$ cat config.mk
export PLATFORM = sky130hd
export DESIGN_NAME = control_pipe
export DESIGN_NICKNAME = d
export VERILOG_FILES = /design/src/rtl/control_pipe.sv
export SDC_FILE = /design/constraint.sdc
export NUM_CORES = 1
export LEC_CHECK = 0
export CORE_MARGIN = 2
export CORE_UTILIZATION = 45
export CTS_BUF_LIST = sky130_fd_sc_hd__clkbuf_8
export DETAILED_ROUTE_END_ITERATION = 12
export GPL_ROUTABILITY_DRIVEN = 1
export PLACE_DENSITY = 0.82
export SYNTH_ARGS = -nofsm -noshare
export SYNTH_HDL_FRONTEND = slang
export SYNTH_SLANG_ARGS = --single-unit
export TNS_END_PERCENT = 10
$ cat constraint.sdc
create_clock -name clk_i -period 2.4 [get_ports clk_i]
set_input_delay 0.36 -clock clk_i [delete_from_list [all_inputs] [get_ports clk_i]]
set_output_delay 0.36 -clock clk_i [all_outputs]
set_load 0.02 [all_outputs]
$ cat src/rtl/control_pipe.sv
// ID/EX control stage: decodes RV32I (optionally M) into a registered control bundle,
// inserting load-use bubbles and raising a fetch/decode stall while they are pending.
module control_pipe #(
  parameter int XLEN                  = 32,
  parameter bit EN_M                  = 1'b0,
  parameter int LOAD_USE_STALL_CYCLES = 1
) (
  input  logic              clk_i,
  input  logic              rst_i,
  input  logic [31:0]       instr_i,
  input  logic              instr_valid_i,
  input  logic              inhibit_control_i,
  input  logic              stall_i,
  input  logic              flush_i,
  output logic              hazard_stall_o,
  output logic              ctrl_valid_o,
  output logic              reg_write_o,
  output logic [1:0]        alu_op_o,
  output logic              alu_src_o,
  output logic              mem_read_o,
  output logic [XLEN/8-1:0] mem_write_o,
  output logic              mem_to_reg_o,
  output logic              is_branch_o,
  output logic              is_jump_o,
  output logic              is_muldiv_o,
  output logic              illegal_o,
  output logic [4:0]        rd_o,
  output logic [4:0]        rs1_o,
  output logic [4:0]        rs2_o,
  output logic [2:0]        funct3_o
);

  localparam int SW = XLEN / 8;
  localparam logic [2:0] BUBBLE_RELOAD = 3'(LOAD_USE_STALL_CYCLES - 1);

  typedef enum logic [4:0] {
    OPC_LOAD   = 5'b00000,
    OPC_OP_IMM = 5'b00100,
    OPC_AUIPC  = 5'b00101,
    OPC_STORE  = 5'b01000,
    OPC_OP     = 5'b01100,
    OPC_LUI    = 5'b01101,
    OPC_BRANCH = 5'b11000,
    OPC_JALR   = 5'b11001,
    OPC_JAL    = 5'b11011
  } opcode_e;

  typedef struct packed {
    logic          valid;
    logic          reg_write;
    logic [1:0]    alu_op;
    logic          alu_src;
    logic          mem_read;
    logic [SW-1:0] mem_write;
    logic          mem_to_reg;
    logic          is_branch;
    logic          is_jump;
    logic          is_muldiv;
    logic          illegal;
    logic [4:0]    rd;
    logic [4:0]    rs1;
    logic [4:0]    rs2;
    logic [2:0]    funct3;
  } ctrl_t;

  opcode_e    opcode;
  logic [2:0] funct3;
  ctrl_t      dec;
  ctrl_t      ex;
  logic       bad;
  logic       rs1_used;
  logic       rs2_used;
  logic       detect;
  logic [2:0] count;

  assign opcode = opcode_e'(instr_i[6:2]);
  assign funct3 = instr_i[14:12];

  // NOTE: every variable gets a default at the top of the block, so no path leaves one unassigned (no latch).
  always_comb begin
    dec = '0;
    bad = 1'b0;
    if (instr_i[1:0] != 2'b11) begin
      bad = 1'b1;
    end else begin
      case (opcode)
        OPC_OP: begin
          dec.reg_write  = 1'b1;
          dec.alu_op     = 2'b10;
          dec.mem_to_reg = 1'b1;
          if (instr_i[31:25] == 7'b0000001) begin
            if (EN_M) dec.is_muldiv = 1'b1;
            else      bad = 1'b1;
          end
        end
        OPC_OP_IMM: begin
          dec.reg_write  = 1'b1;
          dec.alu_op     = 2'b10;
          dec.alu_src    = 1'b1;
          dec.mem_to_reg = 1'b1;
        end
        OPC_LOAD: begin
          dec.reg_write = 1'b1;
          dec.alu_src   = 1'b1;
          dec.mem_read  = 1'b1;
          case (funct3)
            3'b000, 3'b001, 3'b010, 3'b100, 3'b101: ;
            3'b011:  bad = (XLEN != 64);
            default: bad = 1'b1;
          endcase
        end
        OPC_STORE: begin
          dec.alu_src = 1'b1;
          case (funct3)
            3'b000:  dec.mem_write[0]   = 1'b1;
            3'b001:  dec.mem_write[1:0] = 2'b11;
            3'b010:  dec.mem_write[3:0] = 4'b1111;
            3'b011:  if (XLEN == 64) dec.mem_write = '1; else bad = 1'b1;
            default: bad = 1'b1;
          endcase
        end
        OPC_BRANCH: begin
          dec.alu_op    = 2'b01;
          dec.is_branch = 1'b1;
          if (funct3 == 3'b010 || funct3 == 3'b011) bad = 1'b1;
        end
        OPC_JAL, OPC_JALR: begin
          dec.reg_write  = 1'b1;
          dec.is_jump    = 1'b1;
          dec.alu_src    = 1'b1;
          dec.mem_to_reg = 1'b1;
        end
        OPC_LUI, OPC_AUIPC: begin
          dec.reg_write  = 1'b1;
          dec.alu_src    = 1'b1;
          dec.mem_to_reg = 1'b1;
        end
        default: bad = 1'b1;
      endcase
    end
    // Illegal instructions drop every control field but still carry their register indices.
    if (bad) dec = '0;
    dec.valid   = 1'b1;
    dec.illegal = bad & instr_valid_i;
    dec.rd      = instr_i[11:7];
    dec.rs1     = instr_i[19:15];
    dec.rs2     = instr_i[24:20];
    dec.funct3  = funct3;
  end

  assign rs1_used = !(opcode inside {OPC_LUI, OPC_AUIPC, OPC_JAL});
  assign rs2_used = opcode inside {OPC_OP, OPC_STORE, OPC_BRANCH};

  assign detect = instr_valid_i & ex.valid & ex.mem_read & (ex.rd != 5'd0) &
                  ((rs1_used & (dec.rs1 == ex.rd)) | (rs2_used & (dec.rs2 == ex.rd)));

  assign hazard_stall_o = detect | (count != 3'd0);

  // NOTE: state registers use non-blocking assignments and an asynchronous clear; reset wins over every other input.
  always_ff @(posedge clk_i or posedge rst_i) begin
    if (rst_i) begin
      ex    <= '0;
      count <= '0;
    end else if (flush_i) begin
      ex    <= '0;
      count <= '0;
    end else if (!stall_i) begin
      if (detect) begin
        ex    <= '0;
        count <= BUBBLE_RELOAD;
      end else if (count != 3'd0) begin
        ex    <= '0;
        count <= count - 3'd1;
      end else if (inhibit_control_i || !instr_valid_i) begin
        ex <= '0;
      end else begin
        ex <= dec;
      end
    end
  end

  assign ctrl_valid_o = ex.valid;
  assign reg_write_o  = ex.reg_write;
  assign alu_op_o     = ex.alu_op;
  assign alu_src_o    = ex.alu_src;
  assign mem_read_o   = ex.mem_read;
  assign mem_write_o  = ex.mem_write;
  assign mem_to_reg_o = ex.mem_to_reg;
  assign is_branch_o  = ex.is_branch;
  assign is_jump_o    = ex.is_jump;
  assign is_muldiv_o  = ex.is_muldiv;
  assign illegal_o    = ex.illegal;
  assign rd_o         = ex.rd;
  assign rs1_o        = ex.rs1;
  assign rs2_o        = ex.rs2;
  assign funct3_o     = ex.funct3;

endmodule
==> impl_metrics.json, run 1 <==
{
  "status": "complete, no violations",
  "fin_crit_ps": 2300,
  "yosysSeqAreaShare_pct": 45.7,
  "fin_skew_ps": 9.02,
  "cellPowerDensity_nw_per_um2": 550,
  "overflow": 0,
  "synthesis.area_um2": 1860,
  "ys.flop_type": "dfrtp_1",
  "final_antenna_net_count": 0,
  "dieHeight_um": 68.3,
  "cts_tree": "yes",
  "start_kind": "input pin",
  "synthCells": 215,
  "crit_required_ps": 2040,
  "gr-usage-all-layers_pct": 20.6,
  "synth.most_common_cell": "nand2_1",
  "clock-root-buffer": "clkbuf_8",
  "gp_congestion": 0.912,
  "crit_start": "instr_i[4]",
  "h-tree-depth": 2,
  "max_stage_delay_ps": 510,
  "reg2reg_from": "count[0]$_DFFE_PP0P_",
  "drc": 0,
  "worstSetupPathType": "in -> out",
  "maxSlewViolCount": 0,
  "routedWlPerCell_um": 13.3,
  "yosys-top-cells-count": "nand2_1 (41), dfrtp_1 (34), inv_1 (23), o21ai_0 (13), nand3_1 (11)",
  "yosys_warnings": 0,
  "postSynthAreaPerCell_um2": 8.65,
  "die_w_um": 68.3,
  "cp_max_fo": 3,
  "grt_pass1_vias": 1675,
  "dieArea_um2": 4660,
  "firstDrtPassIters": 4,
  "rsz0062_at_grt": "yes",
  "yosys.area.top_type": "dfrtp_1",
  "clk_pin_slew_worst_paths_ps": 70,
  "cap_violations": 0,
  "multi_input_area_um2": 862,
  "vias": 1767,
  "dp_hpwl_um": 3460,
  "antenna_found_initial": 0,
  "ys_top_cells_by_area": "dfrtp_1 (46%), nand2_1 (8.3%), xor2_1 (4.7%)",
  "hold_viol": 0,
  "start_util_pct": 46.5,
  "ys_types": 41,
  "routed_wl_um": 4580,
  "cp_slowest_cell": "clkdlybuf4s50_1",
  "drive_gt1_share_pct": 10.5,
  "hold_class": "in -> async",
  "numCtsBuffers": 5,
  "n_fill_cell": 328,
  "fin_nets": 336,
  "hold_buffers": 0,
  "vias_per_cell": 5.12,
  "synth_top_area_share_pct": 45.7,
  "clock_sinks": 34,
  "n_antenna_cell": 0,
  "grt_max_degree": 35,
  "cp_cell_sequence": "clkdlybuf4s50_1 > or3b_4 > a21boi_2 > nand4b_4 > nand3_1 > clkdlybuf4s15_1",
  "pin_count": 72,
  "max-clock-path-buffers": 2,
  "tns_ps": 0,
  "place.port_buffers": 70,
  "crit_family": "buffers and inverters",
  "finalSetupViolations": 0,
  "r2r-end": "alu_op_o[0]$_DFFE_PP0P_",
  "regArea_um2": 851,
  "syn_nets": 255,
  "dp.cells": 339,
  "grt_first_pass_wirelength_um": 7090,
  "vdd_drop_max_uv": 199,
  "rows": 23,
  "finalNonFillerCells": 345,
  "critPathBufInv": 2,
  "cp.arrival_ps": 1940,
  "drt-initial-drc-count": 108,
  "synth-seq-cells": 34,
  "utilization_pct": 69.1,
  "finalPower_mw": 1.52,
  "p_leak_nw": 1.26,
  "rr_worst_depth": 7,
  "coreArea_um2": 4000,
  "fin_crit_sh_pct": 95.6,
  "end_kind": "primary output",
  "r2r_slack_ps": 170,
  "synthArstFlopShare_pct": 100,
  "synth_edf_count": 0,
  "clock_latency_ps": 290,
  "max_freq_mhz": 436,
  "area_growth_pct": 48.6
}
[worst reg2reg max path, delay by kind of cell (launching register included)]
kind                       cells  cell delay (ps)
AOI/OAI and AO/OA              1              360
adders and majority gates      2              450
buffers and inverters          1               70
DFF                            1              410
and+or+nand+nor                3              840
[final cells by class]
class / instances / area share [%]
Clock buffer: 6 / 2.99
Multi-Input combinational cell: 146 / 31.2
Timing Repair Buffer: 86 / 29.7
Tap cell: 50 / 2.26
Sequential cell: 34 / 30.8
Inverter: 23 / 3.12
[timing repair]
item / 4_1_cts / 5_1_grt
endpoints found under the setup margin: 1 / 2
resized for setup: 1 / 2
cloned: 0 / 0
buffers inserted: 0 / 0
[metrics by stage]
stage	setup WS, ps	cell area (µm²)	hold WS (ps)
after floorplan	496	1860	423
after global placement	-172	2680	461
after detailed placement	-200	2680	467
after CTS	72.9	2760	482
after global routing	-5.58	2770	501
final	105	2770	477
[how the worst max path moves through the flow]
stage	to	slack, ps	cells after the start
global placement	hazard_stall_o	-170	7
finish	hazard_stall_o	100	6
detailed placement	hazard_stall_o	-200	6
floorplan	alu_op_o[0]$_DFFE_PP0P_	500	9
global route	alu_src_o$_DFFE_PP0P_	-6	7
CTS	hazard_stall_o	70	6
[power by group]
part | internal, mW | total, mW | switching (mW)
registers | 0.614 | 0.649 | 0.0357
clock network | 0.221 | 0.410 | 0.189
logic | 0.217 | 0.462 | 0.245
[logic make-up (layout without fill, tap and decap cells)]
group	after synthesis	after routing	synth area share, %
compound gates	44	44	14.8
xor+xnor	11	11	5.18
fa+ha+maj	2	2	1.34
buf+inv	35	115	8.34
flops	34	34	45.7
other cells	1	1	0.202
simple gates	88	88	24.4
[metal layers]
layer | wire length, µm | up-vias | GRT usage (%)
li1 | - | 884 | -
met1 | 1940 | 818 | 23.8
met2 | 2320 | 61 | 37.3
met3 | 294 | 4 | 3.95
met4 | 28 | 0 | 8.25
met5 | 0 | - | 0
[registers in the layout, indices dropped and copies added, names as in the netlist, 2 cells and up]
name and flops:
mem_write_o 3, alu_op_o 2, rs2_o 5, funct3_o 3, rd_o 5, count 3, rs1_o 5
[cell usage in the layout, fill, tap and decap left out, types with 2 or more instances in the layout]
master / netlist / routed
o21ai_1: 10 / 10
nand4_1: 3 / 3
nor3_1: 7 / 7
o21ai_0: 13 / 13
nor2_1: 9 / 9
dfrtp_1: 34 / 34
nand3b_1: 2 / 2
nand4b_1: 2 / 2
inv_1: 23 / 23
clkdlybuf4s50_1: 0 / 69
clkbuf_8: 0 / 6
nand2_1: 41 / 41
ha_1: 2 / 2
a21oi_1: 2 / 2
buf_4: 4 / 16
nand3_1: 11 / 11
xor2_1: 10 / 10
o31ai_1: 7 / 7
a31oi_1: 4 / 4
nor4_1: 2 / 2
Note: power is estimated with default switching activity, not from simulation.
==> run 2, diff against run 1 <==
--- a/config.mk
+++ b/config.mk
@@ -5,6 +5,7 @@
 export SDC_FILE = /design/constraint.sdc
 export NUM_CORES = 1
 export LEC_CHECK = 0
+export CORE_ASPECT_RATIO = 0.5
 export CORE_MARGIN = 2
 export CORE_UTILIZATION = 45
 export CTS_BUF_LIST = sky130_fd_sc_hd__clkbuf_8
==> impl_metrics.json, run 2 (same netlist as run 1, synthesis figures left out) <==
{
  "routedWlPerCell_um": 13.2,
  "overflow": 0,
  "start_kind": "input pin",
  "finalPower_mw": 1.77,
  "cp.arrival_ps": 1880,
  "multi_input_area_um2": 857,
  "gr-usage-met2_pct": 36.9,
  "vias_per_cell": 5.14,
  "drive_gt1_share_pct": 12.3,
  "stdcell_area_um2": 2880,
  "regArea_um2": 851,
  "placed_cell_area_um2": 2740,
  "final_cell_mix": "clkdlybuf4s50_1 (69), nand2_1 (41), dfrtp_1 (34)",
  "coreArea_um2": 3940,
  "pin_count": 72,
  "clk_pin_slew_worst_paths_ps": 70,
  "max_freq_mhz": 446,
  "die_w_um": 94.9,
  "grt.met1_usage_pct": 27.4,
  "drc": 0,
  "hold_class": "in -> async",
  "hold_viol": 0,
  "dieArea_um2": 4700,
  "numCtsBuffers": 5,
  "grt_max_degree": 35,
  "drt-initial-drc-count": 68,
  "h-tree-depth": 2,
  "gp_congestion": 0.815,
  "vias": 1826,
  "grt_first_pass_wirelength_um": 7800,
  "dieHeight_um": 49.5,
  "place.port_buffers": 70,
  "rsz0062_at_grt": "no",
  "end_kind": "primary output",
  "cp_max_fo": 4,
  "rows": 16,
  "fin_crit_sh_pct": 93.3,
  "finalNonFillerCells": 355,
  "vdd_drop_max_uv": 294,
  "clock_latency_ps": 280,
  "start_util_pct": 47.2,
  "post_cts_buffers": 0,
  "final_antenna_net_count": 0,
  "gr-usage-all-layers_pct": 21.3,
  "grt_pass1_vias": 1715,
  "cts_tree": "yes",
  "dp_hpwl_um": 3670,
  "status": "complete, no violations",
  "routed_wl_um": 4680,
  "crit_required_ps": 2040,
  "clock_sinks": 34,
  "hold_buffers": 0,
  "grt-busiest-layer": "met2",
  "firstDrtPassIters": 4,
  "finalSetupViolations": 0,
  "n_fill_cell": 302,
  "clock-root-buffer": "clkbuf_8",
  "n_antenna_cell": 0,
  "final_common_cell": "clkdlybuf4s50_1",
  "cellPowerDensity_nw_per_um2": 616,
  "fin_skew_ps": 6.51,
  "worstSetupPathType": "in -> out",
  "max-clock-path-buffers": 2,
  "maxSlewViolCount": 0,
  "grtUsageMet3_pct": 4.89,
  "cap_violations": 0,
  "p_leak_nw": 1.31,
  "area_growth_pct": 54.5,
  "tns_ps": 0,
  "antenna_found_initial": 0,
  "fin_nets": 340,
  "dp.cells": 347,
  "fin_crit_ps": 2240
}
## run 2: cell count changes in the layout (fill, tap and decap cells not counted)
cell,before,now
clkbuf_2,0,1
a2111oi_1,0,1
clkdlybuf4s15_1,1,0
buf_4,16,18
bufinv_16,0,2
buf_12,0,2
a2111oi_2,1,0
## run 2: power breakdown
part	switching, mW	internal [mW]	leakage (nW)
clock network	0.202	0.443	0.0714
registers	0.0333	0.613	0.471
logic	0.258	0.223	0.769
total	0.493	1.28	1.31
## run 2: path summary, 6_finish.rpt
| check | start | to | depth (start not counted) | slack [ps] |
|---|---|---|---|---|
| worst max-delay path | instr_i[4] | hazard_stall_o | 6 | 160 |
| worst min-delay path | rst_i | rs1_o[0]$_DFFE_PP0P_ | 3 | 480 |
| worst max register to register | count[0]$_DFFE_PP0P_ | is_branch_o$_DFFE_PP0P_ | 8 | 310 |
| worst min register to register | funct3_o[2]$_DFFE_PP0P_ | funct3_o[2]$_DFFE_PP0P_ | 2 | 480 |
| max in group asynchronous | rst_i | rs2_o[4]$_DFFE_PP0P_ | 3 | 1620 |
| min in group clk_i | funct3_o[2]$_DFFE_PP0P_ | funct3_o[2]$_DFFE_PP0P_ | 2 | 480 |
## run 2: area by class of cell
class                   instances  share of cell area [%]
well taps                      54                    2.35
clock buffers                   6                    2.87
clock inverters                 2                    2.09
inverters                      23                    3.00
multi-input cells             146                    29.8
repair buffers                 90                    30.3
flip-flops and latches         34                    29.6
## run 2: per-stage QoR
| stage | hold slack [ps] | util [%] | setup slack (ps) |
|---|---|---|---|
| floorplan | 423 | - | 496 |
| global placement | 463 | 69.4 | -169 |
| detailed placement | 470 | 69.4 | -217 |
| CTS | 486 | 73.0 | 2.66 |
| global route | 516 | 72.9 | 74.3 |
| finish | 476 | 72.9 | 160 |
## run 2: what timing repair did
item                       4_1_cts  5_1_grt
cloned                           0        0
resized for setup                1        2
setup endpoints to repair        1        1
## run 2: per-layer routing
metal	vias up	share of wire [%]
li1	904	-
met1	857	43
met2	58	51
met3	7	5.2
met4	0	0.94
met5	-	0
## run 2: critical path, cell delays in order
cell	delay [ps]
clkdlybuf4s50_1	520
or3b_4	410
a21boi_2	170
nand4b_4	160
nand3_1	90
clkbuf_2	180
